File: src/rtl/adc_scan_pkg.sv
// Shared definitions for the ADC scan scheduler.
//   - scan_state_e : scheduler FSM states
//   - TMO_FILL     : host result returned when the engine never answers
//   - DEF_*        : default parameter values
//   - avg_round    : rounded two-sample mean, used when ADC_SCAN_AVG_EN is defined
package adc_scan_pkg;

  typedef enum logic [1:0] {
    StIdle,
    StReq,
    StWait,
    StStore
  } scan_state_e;

  localparam logic [7:0]  TMO_FILL      = 8'hFF;
  localparam int unsigned DEF_CH_NUM    = 4;
  localparam int unsigned DEF_SCAN_DIV  = 500_000;
  localparam int unsigned DEF_TIMEOUT   = 100_000;
  localparam logic [7:0]  DEF_CTRL_BASE = 8'h40;

  // (a + b + 1) >> 1 evaluated at 9 bits so the carry is kept.
  function automatic logic [7:0] avg_round(input logic [7:0] a, input logic [7:0] b);
    logic [8:0] sum;
    sum = {1'b0, a} + {1'b0, b} + 9'd1;
    return sum[8:1];
  endfunction

endpackage

File: src/rtl/scan_tick_gen.sv
// Free-running scan period counter.
// Counts 0..SCAN_DIV-1 and wraps; o_tick is high for the single cycle in which
// the counter equals SCAN_DIV-1.
// Ports:
//   i_clk   - clock
//   i_rst_n - asynchronous active-low reset
//   o_tick  - one-cycle scan tick
module scan_tick_gen
  import adc_scan_pkg::*;
#(
  parameter int unsigned SCAN_DIV = DEF_SCAN_DIV
) (
  input  logic i_clk,
  input  logic i_rst_n,
  output logic o_tick
);

  localparam int unsigned      CNT_W    = $clog2(SCAN_DIV);
  localparam logic [CNT_W-1:0] CNT_LAST = CNT_W'(SCAN_DIV - 1);

  logic [CNT_W-1:0] r_cnt;

  always_ff @(posedge i_clk or negedge i_rst_n) begin
    if (!i_rst_n) begin
      r_cnt <= '0;
    end else if (r_cnt == CNT_LAST) begin
      r_cnt <= '0;
    end else begin
      r_cnt <= r_cnt + CNT_W'(1);
    end
  end

  assign o_tick = (r_cnt == CNT_LAST);

endmodule

File: src/rtl/adc_scan_ctrl.sv
// ADC scan scheduler: shares one I2C ADC read engine between a periodic channel
// sweep and a single on-demand host requester, one transaction at a time.
// Optional feature: define ADC_SCAN_AVG_EN to store the rounded mean of the old
// and new sample for scan channels (first sample of a channel stored raw).
// Ports:
//   sys_clk, sys_rst_n          - clock, asynchronous active-low reset
//   eng_rd_req / eng_reg_addr   - engine read pulse and held register address
//   eng_rd_data / _vld          - engine result and its qualifying pulse
//   host_req / host_addr        - host level request and address
//   host_ack / host_data / _err - host completion pulse, result, timeout flag
//   ch_data / ch_vld / ch_tmo   - per-channel result bank and sticky flags
//   scan_done                   - pulse while the last channel of a scan is stored
//   overrun                     - sticky: tick arrived while a scan was pending
//   busy                        - FSM not idle
module adc_scan_ctrl
  import adc_scan_pkg::*;
#(
  parameter int unsigned CH_NUM    = DEF_CH_NUM,
  parameter int unsigned SCAN_DIV  = DEF_SCAN_DIV,
  parameter int unsigned TIMEOUT   = DEF_TIMEOUT,
  parameter logic [7:0]  CTRL_BASE = DEF_CTRL_BASE
) (
  input  logic                  sys_clk,
  input  logic                  sys_rst_n,
  output logic                  eng_rd_req,
  output logic [7:0]            eng_reg_addr,
  input  logic [7:0]            eng_rd_data,
  input  logic                  eng_rd_data_vld,
  input  logic                  host_req,
  input  logic [7:0]            host_addr,
  output logic                  host_ack,
  output logic [7:0]            host_data,
  output logic                  host_err,
  output logic [CH_NUM*8-1:0]   ch_data,
  output logic [CH_NUM-1:0]     ch_vld,
  output logic [CH_NUM-1:0]     ch_tmo,
  output logic                  scan_done,
  output logic                  overrun,
  output logic                  busy
);

  localparam int unsigned       IDX_W     = (CH_NUM > 1) ? $clog2(CH_NUM) : 1;
  localparam int unsigned       WAIT_W    = (TIMEOUT > 1) ? $clog2(TIMEOUT) : 1;
  localparam logic [IDX_W-1:0]  LAST_IDX  = IDX_W'(CH_NUM - 1);
  localparam logic [WAIT_W-1:0] WAIT_LAST = WAIT_W'(TIMEOUT - 1);

  scan_state_e         r_state;
  logic                r_grant_host;
  logic                r_scan_pend;
  logic [IDX_W-1:0]    r_idx;
  logic [WAIT_W-1:0]   r_wait_cnt;

  logic                r_eng_rd_req;
  logic [7:0]          r_eng_reg_addr;
  logic                r_host_ack;
  logic [7:0]          r_host_data;
  logic                r_host_err;
  logic [CH_NUM*8-1:0] r_ch_data;
  logic [CH_NUM-1:0]   r_ch_vld;
  logic [CH_NUM-1:0]   r_ch_tmo;
  logic                r_scan_done;
  logic                r_overrun;

  logic                w_tick;
  logic                w_wait_done;
  logic                w_tmo;
  logic                w_scan_last;
  logic [7:0]          w_scan_addr;
  logic [7:0]          w_ch_new;

  scan_tick_gen #(
    .SCAN_DIV (SCAN_DIV)
  ) u_tick (
    .i_clk   (sys_clk),
    .i_rst_n (sys_rst_n),
    .o_tick  (w_tick)
  );

  assign w_scan_addr = CTRL_BASE + 8'(r_idx);
  assign w_wait_done = eng_rd_data_vld || (r_wait_cnt == WAIT_LAST);
  // Data arriving on the final wait cycle wins over the timeout.
  assign w_tmo       = !eng_rd_data_vld;
  // Last channel leaving STORE this cycle: a coincident tick restarts the scan.
  assign w_scan_last = (r_state == StStore) && !r_grant_host && (r_idx == LAST_IDX);

`ifdef ADC_SCAN_AVG_EN
  logic [7:0] w_ch_old;
  assign w_ch_old = r_ch_data[{r_idx, 3'b000} +: 8];
  assign w_ch_new = r_ch_vld[r_idx] ? avg_round(w_ch_old, eng_rd_data) : eng_rd_data;
`else
  assign w_ch_new = eng_rd_data;
`endif

  // Result registers are written on entry to STORE so they are visible during the
  // STORE cycle; the scan index advances on exit from STORE.
  always_ff @(posedge sys_clk or negedge sys_rst_n) begin
    if (!sys_rst_n) begin
      r_state        <= StIdle;
      r_grant_host   <= 1'b0;
      r_scan_pend    <= 1'b0;
      r_idx          <= '0;
      r_wait_cnt     <= '0;
      r_eng_rd_req   <= 1'b0;
      r_eng_reg_addr <= '0;
      r_host_ack     <= 1'b0;
      r_host_data    <= '0;
      r_host_err     <= 1'b0;
      r_ch_data      <= '0;
      r_ch_vld       <= '0;
      r_ch_tmo       <= '0;
      r_scan_done    <= 1'b0;
      r_overrun      <= 1'b0;
    end else begin
      r_eng_rd_req <= 1'b0;
      r_host_ack   <= 1'b0;
      r_host_err   <= 1'b0;
      r_scan_done  <= 1'b0;

      unique case (r_state)
        StIdle: begin
          // Host wins every idle decision; the scan resumes at r_idx afterwards.
          if (host_req) begin
            r_grant_host   <= 1'b1;
            r_eng_reg_addr <= host_addr;
            r_eng_rd_req   <= 1'b1;
            r_state        <= StReq;
          end else if (r_scan_pend) begin
            r_grant_host   <= 1'b0;
            r_eng_reg_addr <= w_scan_addr;
            r_eng_rd_req   <= 1'b1;
            r_state        <= StReq;
          end
        end

        StReq: begin
          r_wait_cnt <= '0;
          r_state    <= StWait;
        end

        StWait: begin
          if (w_wait_done) begin
            r_state <= StStore;
            if (r_grant_host) begin
              r_host_ack  <= 1'b1;
              r_host_data <= w_tmo ? TMO_FILL : eng_rd_data;
              r_host_err  <= w_tmo;
            end else begin
              if (w_tmo) begin
                r_ch_tmo[r_idx] <= 1'b1;
              end else begin
                r_ch_data[{r_idx, 3'b000} +: 8] <= w_ch_new;
                r_ch_vld[r_idx]                 <= 1'b1;
              end
              r_scan_done <= (r_idx == LAST_IDX);
            end
          end else begin
            r_wait_cnt <= r_wait_cnt + WAIT_W'(1);
          end
        end

        StStore: begin
          if (!r_grant_host) begin
            if (r_idx == LAST_IDX) begin
              r_scan_pend <= 1'b0;
              r_idx       <= '0;
            end else begin
              r_idx <= r_idx + IDX_W'(1);
            end
          end
          r_state <= StIdle;
        end

        default: r_state <= StIdle;
      endcase

      // Placed after the FSM so a tick overrides the end-of-scan clear.
      if (w_tick) begin
        if (!r_scan_pend || w_scan_last) begin
          r_scan_pend <= 1'b1;
          r_idx       <= '0;
        end else begin
          r_overrun <= 1'b1;
        end
      end
    end
  end

  assign eng_rd_req   = r_eng_rd_req;
  assign eng_reg_addr = r_eng_reg_addr;
  assign host_ack     = r_host_ack;
  assign host_data    = r_host_data;
  assign host_err     = r_host_err;
  assign ch_data      = r_ch_data;
  assign ch_vld       = r_ch_vld;
  assign ch_tmo       = r_ch_tmo;
  assign scan_done    = r_scan_done;
  assign overrun      = r_overrun;
  assign busy         = (r_state != StIdle);

endmodule

File: config.mk
export PLATFORM = sky130hd
export DESIGN_NAME = adc_scan_ctrl
export DESIGN_NICKNAME = d
export VERILOG_FILES = /design/src/rtl/adc_scan_pkg.sv /design/src/rtl/scan_tick_gen.sv /design/src/rtl/adc_scan_ctrl.sv
export SDC_FILE = /design/constraint.sdc
export NUM_CORES = 1
export LEC_CHECK = 0
export CORE_ASPECT_RATIO = 0.7
export CORE_MARGIN = 5
export CORE_UTILIZATION = 35
export CTS_BUF_LIST = sky130_fd_sc_hd__clkbuf_4 sky130_fd_sc_hd__clkbuf_8 sky130_fd_sc_hd__clkbuf_16
export DETAILED_ROUTE_END_ITERATION = 10
export GPL_ROUTABILITY_DRIVEN = 1
export PLACE_DENSITY_LB_ADDON = 0.08
export SKIP_LAST_GASP = 1
export SLEW_MARGIN = 20
export SYNTH_ARGS = -nofsm -noshare
export SYNTH_HDL_FRONTEND = slang
export SYNTH_SLANG_ARGS = --single-unit
File: constraint.sdc
create_clock -name sys_clk -period 3.48 [get_ports sys_clk]
set_input_delay 0.696 -clock sys_clk [delete_from_list [all_inputs] [get_ports sys_clk]]
set_output_delay 0.696 -clock sys_clk [all_outputs]
set_load 0.005 [all_outputs]
==> out/metrics.cfg <==
[cts]
clk_pin_slew_worst_paths_ps=70
cts_buffer_depth=2
cts_setup_buffers=0
htreeDepth=3
cts_made_buffers=9
cts_tree=built
root_buffer=clkbuf_16
clk_latency_ps=340
hold_buffers=0
cts_resized=0
cts.sinks=103

[routing]
via_per_inst=5.13
wl_met1_um=6740
routed_wl_um=13000
wl_met3_um=929
postRouteAntennaNets=0
met2_wirelength_um=5250
drc=0
highest_layer=met4
drt_first_pass_iters=5
first_iter_violations=188
vias=3982
avgRoutedWirePerCell_um=16.7

[setup_path]
path_class=flip-flop to output port
arrival_ps=1740
crit_path_start_kind=flip-flop
path_max_fanout=11
reg2reg_slack_ps=1100
endpoint_kind=output port
crit_required_ps=2780

[sta]
whs_ps=458
tns_ps=0
worst_pin_slew_ps=941
slew_headroom=0.372
period_needed_ps=2440
fin_skew_ps=8.27
rsz0062_at_grt=false
final-hold-violation-count=0
fin_crit_sh=0.700
max_freq_mhz=410
setup_viol=0
report.final.slew_viol_count=0

[floorplanning]
start_util=0.352
row_count=36
die_w_um=151
num_io_pins=82
dieArea_um2=16300
dieHeight_um=108
coreArea_um2=13700

[synthesis]
seq_area_frac_synth=0.532
yosysUniqueCellTypes=51
synth_top_area_share=0.532
ys_top_cells_by_count=114 x nand2_1, 103 x dfrtp_1, 49 x o21ai_0, 21 x nand3_1, 20 x inv_1
synth_edf_count=0
synthTopCellsByArea=dfrtp_1 53%, nand2_1 8.8%, o21ai_0 5.1%
ys.flop_type=dfrtp_1
syn_area_um2=4840
yosysWarningCount=0
async_flop_share=1.00
yosysTopAreaCell=dfrtp_1
synth.most_common_cell=nand2_1
synthCells=506
synth-seq-cells=103
synth.net_count=539
syn_avg_cell_area_um2=9.57

[final_layout]
area_delta_synth_final_pct=26.8
layout-drive-gt1-share=0.0495
fin_util=0.447
antenna_cells=0
finish.net_count=615

[global_route]
grtUsageTotal=0.165
grt_max_degree=72
grt_pass1_wl_um=21000
grt-ovfl-total=0
grt_pass1_vias=3817
antenna_found_initial=0

[pwr]
totalPowerFinal_uw=4140
power_density_nw_per_um2=674
p_int_uw=2730
switching_share=0.341
comb_power_share=0.348
peakVddDrop_mv=0.322
p_sw_uw=1410
p_clk_frac=0.248
p_leak_uw=0.00267
power.share.sequential=0.404

[job]
maxCapViolCount=0

[placed_design]
hpwl_um=9390
finalWeightedCongestion=0.828
port_buffers=81

[status]
status=finished clean

[worst_hold_path]
hp-class=flip-flop to flip-flop

## state kept, by name (all words and copies together), names as in the netlist
name,flops
u_tick.r_cnt,19
r_state,2
ch_data,32
scan_done,1
host_err,1
r_scan_pend,1
eng_reg_addr,8
overrun,1
host_ack,1
r_idx,2
host_data,8
ch_tmo,4
r_wait_cnt,17
ch_vld,4
eng_rd_req,1
r_grant_host,1
## final timing paths
kind                            start               to  depth (start not counted)
max in group asynchronous   sys_rst_n      ch_data[27]                          2
min in group asynchronous   sys_rst_n  u_tick.r_cnt[8]                          1
max reg2reg                  r_idx[0]      ch_data[23]                          5
max                        r_state[0]             busy                          4
min reg2reg                 ch_vld[2]        ch_vld[2]                          1
min                         ch_vld[2]        ch_vld[2]                          1
## cells by family after synthesis
group,share of synthesized area
AO/OA/AOI/OAI,0.147
XOR/XNOR,0.0217
AND/OR/NAND/NOR,0.221
adder cells (fa/ha/maj),0.0336
buffers and inverters,0.0339
flip-flops,0.532
multiplexers,0.0103
## power groups by stage
stage               combinational (uW)  clock [uW]  sequential, uW
finish                            1440        1030            1670
global route                      1630        1100            1710
CTS                               1460        1040            1680
detailed placement                1450           0            1700
global placement                  1430           0            1690
floorplan                          715           0            1640
## layout by cell type, fill, tap and decap left out, drive strengths merged, types with 8 or more instances in the layout
master	instances
nand3	21
nor2	13
o21ai	50
a21o	10
inv	21
a21oi	18
clkdlybuf4s50	80
xor2	8
dfrtp	103
ha	13
nand2	114
o22ai	10
nand4	8
clkbuf	10
## per-stage QoR
| stage | cell area, um^2 | setup slack [ps] | std cells |
|---|---|---|---|
| 3_3_place_gp | 5840 | 1070 | 761 |
| 5_1_grt | 6140 | 779 | 776 |
| 4_1_cts | 6140 | 1020 | 776 |
| 2_1_floorplan | 4840 | 1580 | 506 |
| 3_5_place_dp | 5840 | 965 | 761 |
| 6_report | 6140 | 1040 | 776 |
## layout make-up
cell class | count | area [um^2]
Timing Repair Buffer | 86 | 846
Clock inverter | 5 | 57.6
Tap cell | 190 | 238
Multi-Input combinational cell | 361 | 2100
Sequential cell | 103 | 2580
Fill cell | 1342 | 7600
Inverter | 21 | 78.8
Clock buffer | 10 | 239
## metal layers
metal	global-route usage	vias to the layer above
met5	0	-
met4	0.0274	0
met3	0.0494	8
met2	0.232	117
met1	0.253	1922
li1	-	1935
## worst max-delay path, cell delays in order, from the launching register on
cell             delay, ps
dfrtp_1                410
inv_1                   90
ha_1                   360
inv_1                   80
clkdlybuf4s50_1        450
No activity file was read; power rests on OpenSTA's default activity.
